`src/rtl/spi_sample_master.sv`:
```
// SPI master: 16-bit frames MSB first with SCK idle low; SDO is sampled on the cycle SCK rises.
// Each frame is followed by an SCK-low gap before the next word can be accepted.
module spi_sample_master #(
   parameter int CLK_DIV = 20,
   parameter int GAP_CYC = 2000
) (
   input  logic        Clk_100M,
   input  logic        ResetSwitch,
   input  logic [15:0] TxData,
   input  logic        TxValid,
   output logic        TxReady,
   output logic        SCK,
   output logic        SDI,
   input  logic        SDO,
   output logic [15:0] RxData,
   output logic        RxValid,
   output logic        Busy
);

   localparam int DW = (CLK_DIV > 1) ? $clog2(CLK_DIV) : 1;
   localparam int GW = (GAP_CYC > 1) ? $clog2(GAP_CYC) : 1;
   localparam logic [DW-1:0] DIV_LAST = DW'(CLK_DIV - 1);
   localparam logic [GW-1:0] GAP_LAST = GW'(GAP_CYC - 1);

   typedef enum logic [2:0] {IDLE, SETUP, HIGH, LOW, GAP} state_t;

   state_t        state, state_nxt;
   logic [3:0]    bit_cnt, bit_nxt;
   logic [DW-1:0] div_cnt, div_nxt;
   logic [GW-1:0] gap_cnt, gap_nxt;
   logic [15:0]   tx_sh, tx_sh_nxt;
   logic [15:0]   rx_sh, rx_sh_nxt;
   logic [15:0]   rx_data_nxt;
   logic          sck_nxt, sdi_nxt, rx_valid_nxt;
   logic          div_done;

   always_ff @(posedge Clk_100M or posedge ResetSwitch) begin
      if (ResetSwitch) begin
         state   <= IDLE;
         bit_cnt <= '0;
         div_cnt <= '0;
         gap_cnt <= '0;
         tx_sh   <= '0;
         rx_sh   <= '0;
         RxData  <= '0;
         RxValid <= 1'b0;
         SCK     <= 1'b0;
         SDI     <= 1'b0;
         TxReady <= 1'b0;
         Busy    <= 1'b0;
      end else begin
         state   <= state_nxt;
         bit_cnt <= bit_nxt;
         div_cnt <= div_nxt;
         gap_cnt <= gap_nxt;
         tx_sh   <= tx_sh_nxt;
         rx_sh   <= rx_sh_nxt;
         RxData  <= rx_data_nxt;
         RxValid <= rx_valid_nxt;
         SCK     <= sck_nxt;
         SDI     <= sdi_nxt;
         TxReady <= (state_nxt == IDLE);
         Busy    <= (state_nxt != IDLE);
      end
   end

   assign div_done = (div_cnt == DIV_LAST);

   always_comb begin
      state_nxt    = state;
      bit_nxt      = bit_cnt;
      div_nxt      = div_cnt;
      gap_nxt      = gap_cnt;
      tx_sh_nxt    = tx_sh;
      rx_sh_nxt    = rx_sh;
      rx_data_nxt  = RxData;
      rx_valid_nxt = 1'b0;
      sck_nxt      = SCK;
      sdi_nxt      = SDI;
      case (state)
         IDLE: begin
            if (TxValid && TxReady) begin
               state_nxt = SETUP;
               tx_sh_nxt = TxData;
               sdi_nxt   = TxData[15];
               div_nxt   = '0;
               bit_nxt   = '0;
            end
         end
         SETUP, LOW: begin
            if (div_done) begin
               state_nxt = HIGH;
               div_nxt   = '0;
               sck_nxt   = 1'b1;
               rx_sh_nxt = {rx_sh[14:0], SDO};
            end else begin
               div_nxt = div_cnt + 1'b1;
            end
         end
         HIGH: begin
            if (div_done) begin
               div_nxt = '0;
               sck_nxt = 1'b0;
               if (bit_cnt == 4'd15) begin
                  state_nxt    = GAP;
                  sdi_nxt      = 1'b0;
                  rx_data_nxt  = rx_sh;
                  rx_valid_nxt = 1'b1;
                  bit_nxt      = '0;
                  gap_nxt      = '0;
               end else begin
                  // next bit appears together with the falling SCK edge
                  state_nxt = LOW;
                  tx_sh_nxt = {tx_sh[14:0], 1'b0};
                  sdi_nxt   = tx_sh[14];
                  bit_nxt   = bit_cnt + 4'd1;
               end
            end else begin
               div_nxt = div_cnt + 1'b1;
            end
         end
         GAP: begin
            if (gap_cnt == GAP_LAST) begin
               state_nxt = IDLE;
               gap_nxt   = '0;
            end else begin
               gap_nxt = gap_cnt + 1'b1;
            end
         end
         default: state_nxt = IDLE;
      endcase
   end

endmodule

```
`config.mk`:
```
export PLATFORM = sky130hd
export DESIGN_NAME = spi_sample_master
export DESIGN_NICKNAME = d
export VERILOG_FILES = /design/src/rtl/spi_sample_master.sv
export SDC_FILE = /design/constraint.sdc
export NUM_CORES = 1
export LEC_CHECK = 0
export BUFFER_PORTS_ARGS = -buffer_cell sky130_fd_sc_hd__clkbuf_2
export CORE_AREA = 3 3 85 87
export CTS_CLUSTER_DIAMETER = 80
export CTS_CLUSTER_SIZE = 30
export DETAILED_ROUTE_END_ITERATION = 8
export DIE_AREA = 0 0 88 90
export PLACE_DENSITY = 0.77
export SETUP_SLACK_MARGIN = 0.02
export SYNTH_ARGS = -nofsm -noshare
export SYNTH_HDL_FRONTEND = slang
export SYNTH_SLANG_ARGS = --single-unit
export TNS_END_PERCENT = 10
```
`constraint.sdc`:
```
create_clock -name Clk_100M -period 2.3 [get_ports Clk_100M]
set_clock_uncertainty 0.2 [all_clocks]
set_input_delay 0.23 -clock Clk_100M [delete_from_list [all_inputs] [get_ports Clk_100M]]
set_output_delay 0.23 -clock Clk_100M [all_outputs]
set_load 0.01 [all_outputs]
```
======== Word-level counts from Yosys, hierarchy flattened ========
Cells that the tools add are included.
storage, ports and cells
  register bits ........................... 75
  input bits .............................. 20
  output and inout port bits .............. 21
  logic and storage cells ................. 75
operators by class
  $add $sub $neg .......................... 3
  equality and inequality tests ........... 12
  multiplexer cells ....................... 31
  reductions and logical operators ........ 17
operators by type and width
  cell                   number
  $mux 15                3
  $mux 11                3
  $pmux 15 s2            1
  $pmux 11 s2            1
  $mux 3                 5
  $mux 4                 3
  $pmux 3 s4             1
  $reduce_and 3->1       4
  $add 11x1->11 const B  1
  $eq 11x11->1 const B   1
  $mux 5                 2
  $ne 2x2->1 const B     5
  $pmux 5 s2             1
  $mux 1                 8
  $pmux 4 s2             1
  $reduce_bool 2->1      4
  $eq 3x2->1 const B     2
  $logic_not 3->1        2
  $add 5x1->5 const B    1
  $eq 5x5->1 const B     1
  $add 4x1->4 const B    1
  $eq 4x4->1 const B     1
  $pmux 1 s2             2
  $reduce_and 2->1       2
  other kinds (7)        7

======== Longest topological paths before layout ========
  depth after elaboration ................. 5
  depth in mapped cells ................... 7
  gate-level depth less buffers ........... 5

======== Worst setup path before layout ========
No wires, ideal clock.
  kind .................................... reg2reg
  start ................................... register div_cnt[0]
  end ..................................... register rx_sh[0]
  setup time .............................. 0.125 ns
  arrival ................................. 1.719 ns
  data required time ...................... 1.975 ns
  path slack .............................. 0.256 ns
  stages on the path, launching flop included .. 7
  path buffers ............................ 2
  period minus slack after synthesis ...... 2.044 ns
  path through ............................ dfrtp_1 -> ha_1 -> and4bb_2 -> buf_6 -> nand3b_2 -> buf_2 -> mux2_2
on the way
  longest elaborated chain between the ends .. 2
RTL lines
  item                               line  source
  from (decl)                        29    logic [DW-1:0] div_cnt, div_nxt;
  from (signal assigned)             54    div_cnt <= div_nxt;
  $eq 5x5->1                         67    assign div_done = (div_cnt == DIV_LAST);
  $reduce_and 2->1 (no source line)  -
  to (signal assigned)               57    rx_sh <= rx_sh_nxt;
  to (decl)                          32    logic [15:0] rx_sh, rx_sh_nxt;
No other way between the ends.
A chain may end at the register's enable or synchronous reset.

======== Final worst setup path ========
  start ................................... register div_cnt[0]
  end ..................................... register gap_cnt[4]
on the way
  longest elaborated chain between the ends .. 3
RTL lines
  item                               line  source
  $eq 5x5->1                         67
  $ne 2x2->1 (no source line)        -
  $reduce_and 3->1 (no source line)  -
  to (signal assigned)               55    gap_cnt <= gap_nxt;
  to (decl)                          30    logic [GW-1:0] gap_cnt, gap_nxt;
No other way between the ends.

==> out/summary.md <==
The run finished with clean final reports. In the layout the commonest cells are 75 x sky130_fd_sc_hd__dfrtp_1, 55 x sky130_fd_sc_hd__mux2_2, 40 x sky130_fd_sc_hd__clkbuf_2, 19 x sky130_fd_sc_hd__nand2_1, 19 x sky130_fd_sc_hd__o21ai_0. Of the total power, registers draw 50.8%. The core box area came out at 6420 µm². The die is 88 µm wide. Wire length after detailed routing: 6.06 mm. Counting flops with a built-in enable in the synthesized netlist gives 0. From synthesis to final layout, the design area changed by 17.1%.

For this run, the top clock speed supported by timing is 462 MHz. By area the synthesized netlist is led by sky130_fd_sc_hd__dfrtp_1 55%, sky130_fd_sc_hd__mux2_2 18%, sky130_fd_sc_hd__o21ai_0 2.8%. The critical hold path startpoint is TxData[15].

The tools report the reg-to-reg critical path endpoint as gap_cnt[4]$_DFFE_PP0P_. The cell type contributing the most total cell area after synthesis was sky130_fd_sc_hd__dfrtp_1. In the routed layout, each cell is associated on average with a via count of 5.43. Max-cap violations in this run came to 0. IR analysis of the VDD net gives a maximum drop of 0.000457 V. The via count of the first global-routing pass came out at 2262. The run gives 14.6 ps as the final worst hold slack. Clock-pin slew was measured on the worst setup and hold paths at 80 ps. Critical path class: flip-flop to flip-flop. Buffers placed on the I/O ports in this run total 40. Share of the clock period used by the worst path after layout: 94.2%. The tools report the post-synthesis net count as 286. At the pin with the least slew margin, the transition time is 761 ps. The first global-routing pass estimated 10.7 mm of wire. The worst setup path is launched from a flip-flop.

The portion of total power attributed to combinational logic was 1.9%. For the required arrival time at the worst endpoint, the log shows 2360 ps. The per-cell routed wire length works out to 15.4 µm. No sink is reached through more buffers than the 2 on the longest clock path. Global routing used 17.2% of the available tracks across all layers. Leaving out fill and tap cells, the most frequent cell in the layout is sky130_fd_sc_hd__dfrtp_1.

The first-pass iteration count of the detailed router is 4, and the standard-cell row count is 29. The violation count after the first detailed-route iteration is 97. The tightest min-delay check is of the input pin to flip-flop type. The unique cell type count in the Yosys netlist is 46, and the number of instances in the synthesized netlist is 263. TritonCTS built the clock tree.

Entering global routing, the biggest net connects 54 pins. The area share of the leading cell type in the synthesized netlist was 55.4%; the worst path arrival time was 2220 ps. The number of DRC violations after detailed routing came out at 0. For the worst-skew pair, the clock arrives at the later sink with an insertion delay of 340 ps.

The most critical setup path has its startpoint at div_cnt[0]$_DFFE_PP0P_. The total I/O pin count was 41; the total number of H-tree levels was 3. STA classifies the critical path endpoint as a flip-flop. The count of nets left with antenna violations once routing finished came out at 0.

After the last flow step, the layout net total stands at 335. The top fanout value on the critical path was 11. Setup repair after global routing could not meet its margin everywhere. Gates resized during post-CTS repair numbered 0. Overall power consumption after layout is estimated at 2.60 mW. The power per cell area came out at 654 nW/µm². Global routing finished with a remaining overflow of 0.

The placer's final routability congestion estimate is 0.862, and the reported net switching power is 0.530 mW. The worst path needs 2170 ps of the cycle, external delays included. The initial antenna violation count is 0, and the number of endpoints with negative hold slack in the final report is 0. The tools report the CTS buffer count as 9. The logs give 134 ps for the final worst slack and 0 for the number of failing setup endpoints in the final timing report.

The tools report the half-perimeter wire length after detailed placement as 4.16 mm. A synthesized cell averages 12.9 µm². The instance area after placement is 3700 µm², and the internal power is 2.07 mW. Across all register-to-register paths, the minimum setup slack is 130 ps. For this block, the via count after detailed routing is 2141. The startpoint identified for the worst register-to-register timing path is div_cnt[0]$_DFFE_PP0P_. Die area: 7920 µm². The worst slew slack as a fraction of its limit was 49.0%. The count of state elements after synthesis works out to 75. Once layout is done, the placed cells without fillers occupy 3970 µm².

The repair_antennas step left the layout with diodes totalling 0. The ratio of cells with drive above 1 in the final layout was 42.3%; the fraction of power spent switching nets was 20.4%. Capture point of the critical path: gap_cnt[4]$_DFFE_PP0P_. The cell sitting at the root of the clock tree is a sky130_fd_sc_hd__clkbuf_8. The post-synthesis sequential area ratio is 55.4%, and the number of filler instances in the final layout is 497. The starting density of the core was 52.8%; the worst-case reg-to-reg path depth was 5. The number of max-slew violations in the final report came out at 0. The cell area after technology mapping was 3390 µm²; the clock group share of total power was 47.2%. In this run the static leakage power is 1.99 nW.

Prior to clock tree synthesis, the placed netlist has a worst setup slack of 181 ps. The TritonCTS sink count was 75; the number of warning messages in the yosys log was 0. The die is 90 µm tall.

The predominant post-synthesis flop cell is sky130_fd_sc_hd__dfrtp_1. The number of buffers inserted by post-CTS setup repair was 0; the share of the core filled with cells in the final layout was 61.8%. The async set or reset register ratio after synthesis was 100%.
## power by group through the flow
stage          registers (mW)  logic (mW)  clock network [mW]
2_1_floorplan            1.35      0.0214                   0
3_3_place_gp             1.35      0.0493                   0
3_5_place_dp             1.35      0.0491                   0
4_1_cts                  1.32      0.0521                1.24
5_1_grt                  1.32      0.0570                1.32
6_report                 1.32      0.0494                1.23
## Yosys cell counts (3+ instances only)
| cell | count |
|---|---|
| sky130_fd_sc_hd__dfrtp_1 | 75 |
| sky130_fd_sc_hd__mux2_2 | 55 |
| sky130_fd_sc_hd__nand2_1 | 19 |
| sky130_fd_sc_hd__o21ai_0 | 19 |
| sky130_fd_sc_hd__nand3_1 | 10 |
| sky130_fd_sc_hd__nor2_1 | 8 |
| sky130_fd_sc_hd__a21oi_1 | 6 |
| sky130_fd_sc_hd__buf_2 | 6 |
| sky130_fd_sc_hd__mux2_4 | 6 |
| sky130_fd_sc_hd__a22o_1 | 4 |
| sky130_fd_sc_hd__inv_1 | 4 |
| sky130_fd_sc_hd__and3_1 | 3 |
| sky130_fd_sc_hd__ha_1 | 3 |
| sky130_fd_sc_hd__nand4_1 | 3 |
| sky130_fd_sc_hd__nor3_1 | 3 |
| sky130_fd_sc_hd__xor2_1 | 3 |
## worst min path at each step
stage               cells past startpoint                endpoint
global route                            3    tx_sh[0]$_DFFE_PP0P_
global placement                        2  gap_cnt[5]$_DFFE_PP0P_
finish                                  3         SDI$_DFFE_PP0P_
detailed placement                      2  gap_cnt[8]$_DFFE_PP0P_
floorplan                               1    rx_sh[0]$_DFFE_PP0P_
CTS                                     3         SDI$_DFFE_PP0P_
## state kept, by name, summed over array words and instances, names as in the netlist
| name | cells |
|---|---|
| RxData | 16 |
| rx_sh | 16 |
| state | 3 |
| Busy | 1 |
| SCK | 1 |
| RxValid | 1 |
| tx_sh | 15 |
| bit_cnt | 4 |
| TxReady | 1 |
| div_cnt | 5 |
| gap_cnt | 11 |
| SDI | 1 |
## final cells by class
type / count / area, µm² / area share [%]
flip-flops and latches: 75 / 1880 / 47.3
multi-input cells: 174 / 1430 / 36.0
clock buffers: 9 / 124 / 3.12
clock inverters: 7 / 124 / 3.12
inverters: 4 / 18.8 / 0.473
repair buffers: 48 / 303 / 7.63
well taps: 77 / 96.3 / 2.43
## worst max-delay path, stage by stage (launching register included)
cell and delay [ps]:
sky130_fd_sc_hd__dfrtp_1 410, sky130_fd_sc_hd__ha_1 240, sky130_fd_sc_hd__and4bb_2 330, sky130_fd_sc_hd__a31oi_1 590, sky130_fd_sc_hd__o21ai_0 200, sky130_fd_sc_hd__o21ai_0 110
## stage by stage
| step | setup TNS (ps) | instances |
|---|---|---|
| 2_1_floorplan | 0 | 263 |
| 3_3_place_gp | 0 | 376 |
| 3_5_place_dp | 0 | 376 |
| 4_1_cts | 0 | 394 |
| 5_1_grt | -21.2 | 394 |
| 6_report | 0 | 394 |
## cell families after synthesis
group                    after synthesis  synth area share [%]
AO/OA/AOI/OAI                         39                  7.64
AND/OR/NAND/NOR                       67                  11.4
multiplexers                          61                  20.9
flip-flops                            75                  55.4
adder cells (fa/ha/maj)                3                  1.11
XOR/XNOR                               4                  1.03
buffers and inverters                 14                  2.55
## what timing repair did
action                                  CTS  global route
endpoints found under the setup margin    0             1
hold buffers                              2             0
endpoints found under the hold margin    23             0
## per-layer routing
metal	vias to the layer above	global-route usage [%]	routed length, µm
met5	-	0	0
met4	0	8.06	98
met3	10	3.66	229
met2	41	26.4	2950
met1	1037	23.0	2780
li1	1053	-	-
Note: power is estimated with default switching activity, not from simulation.
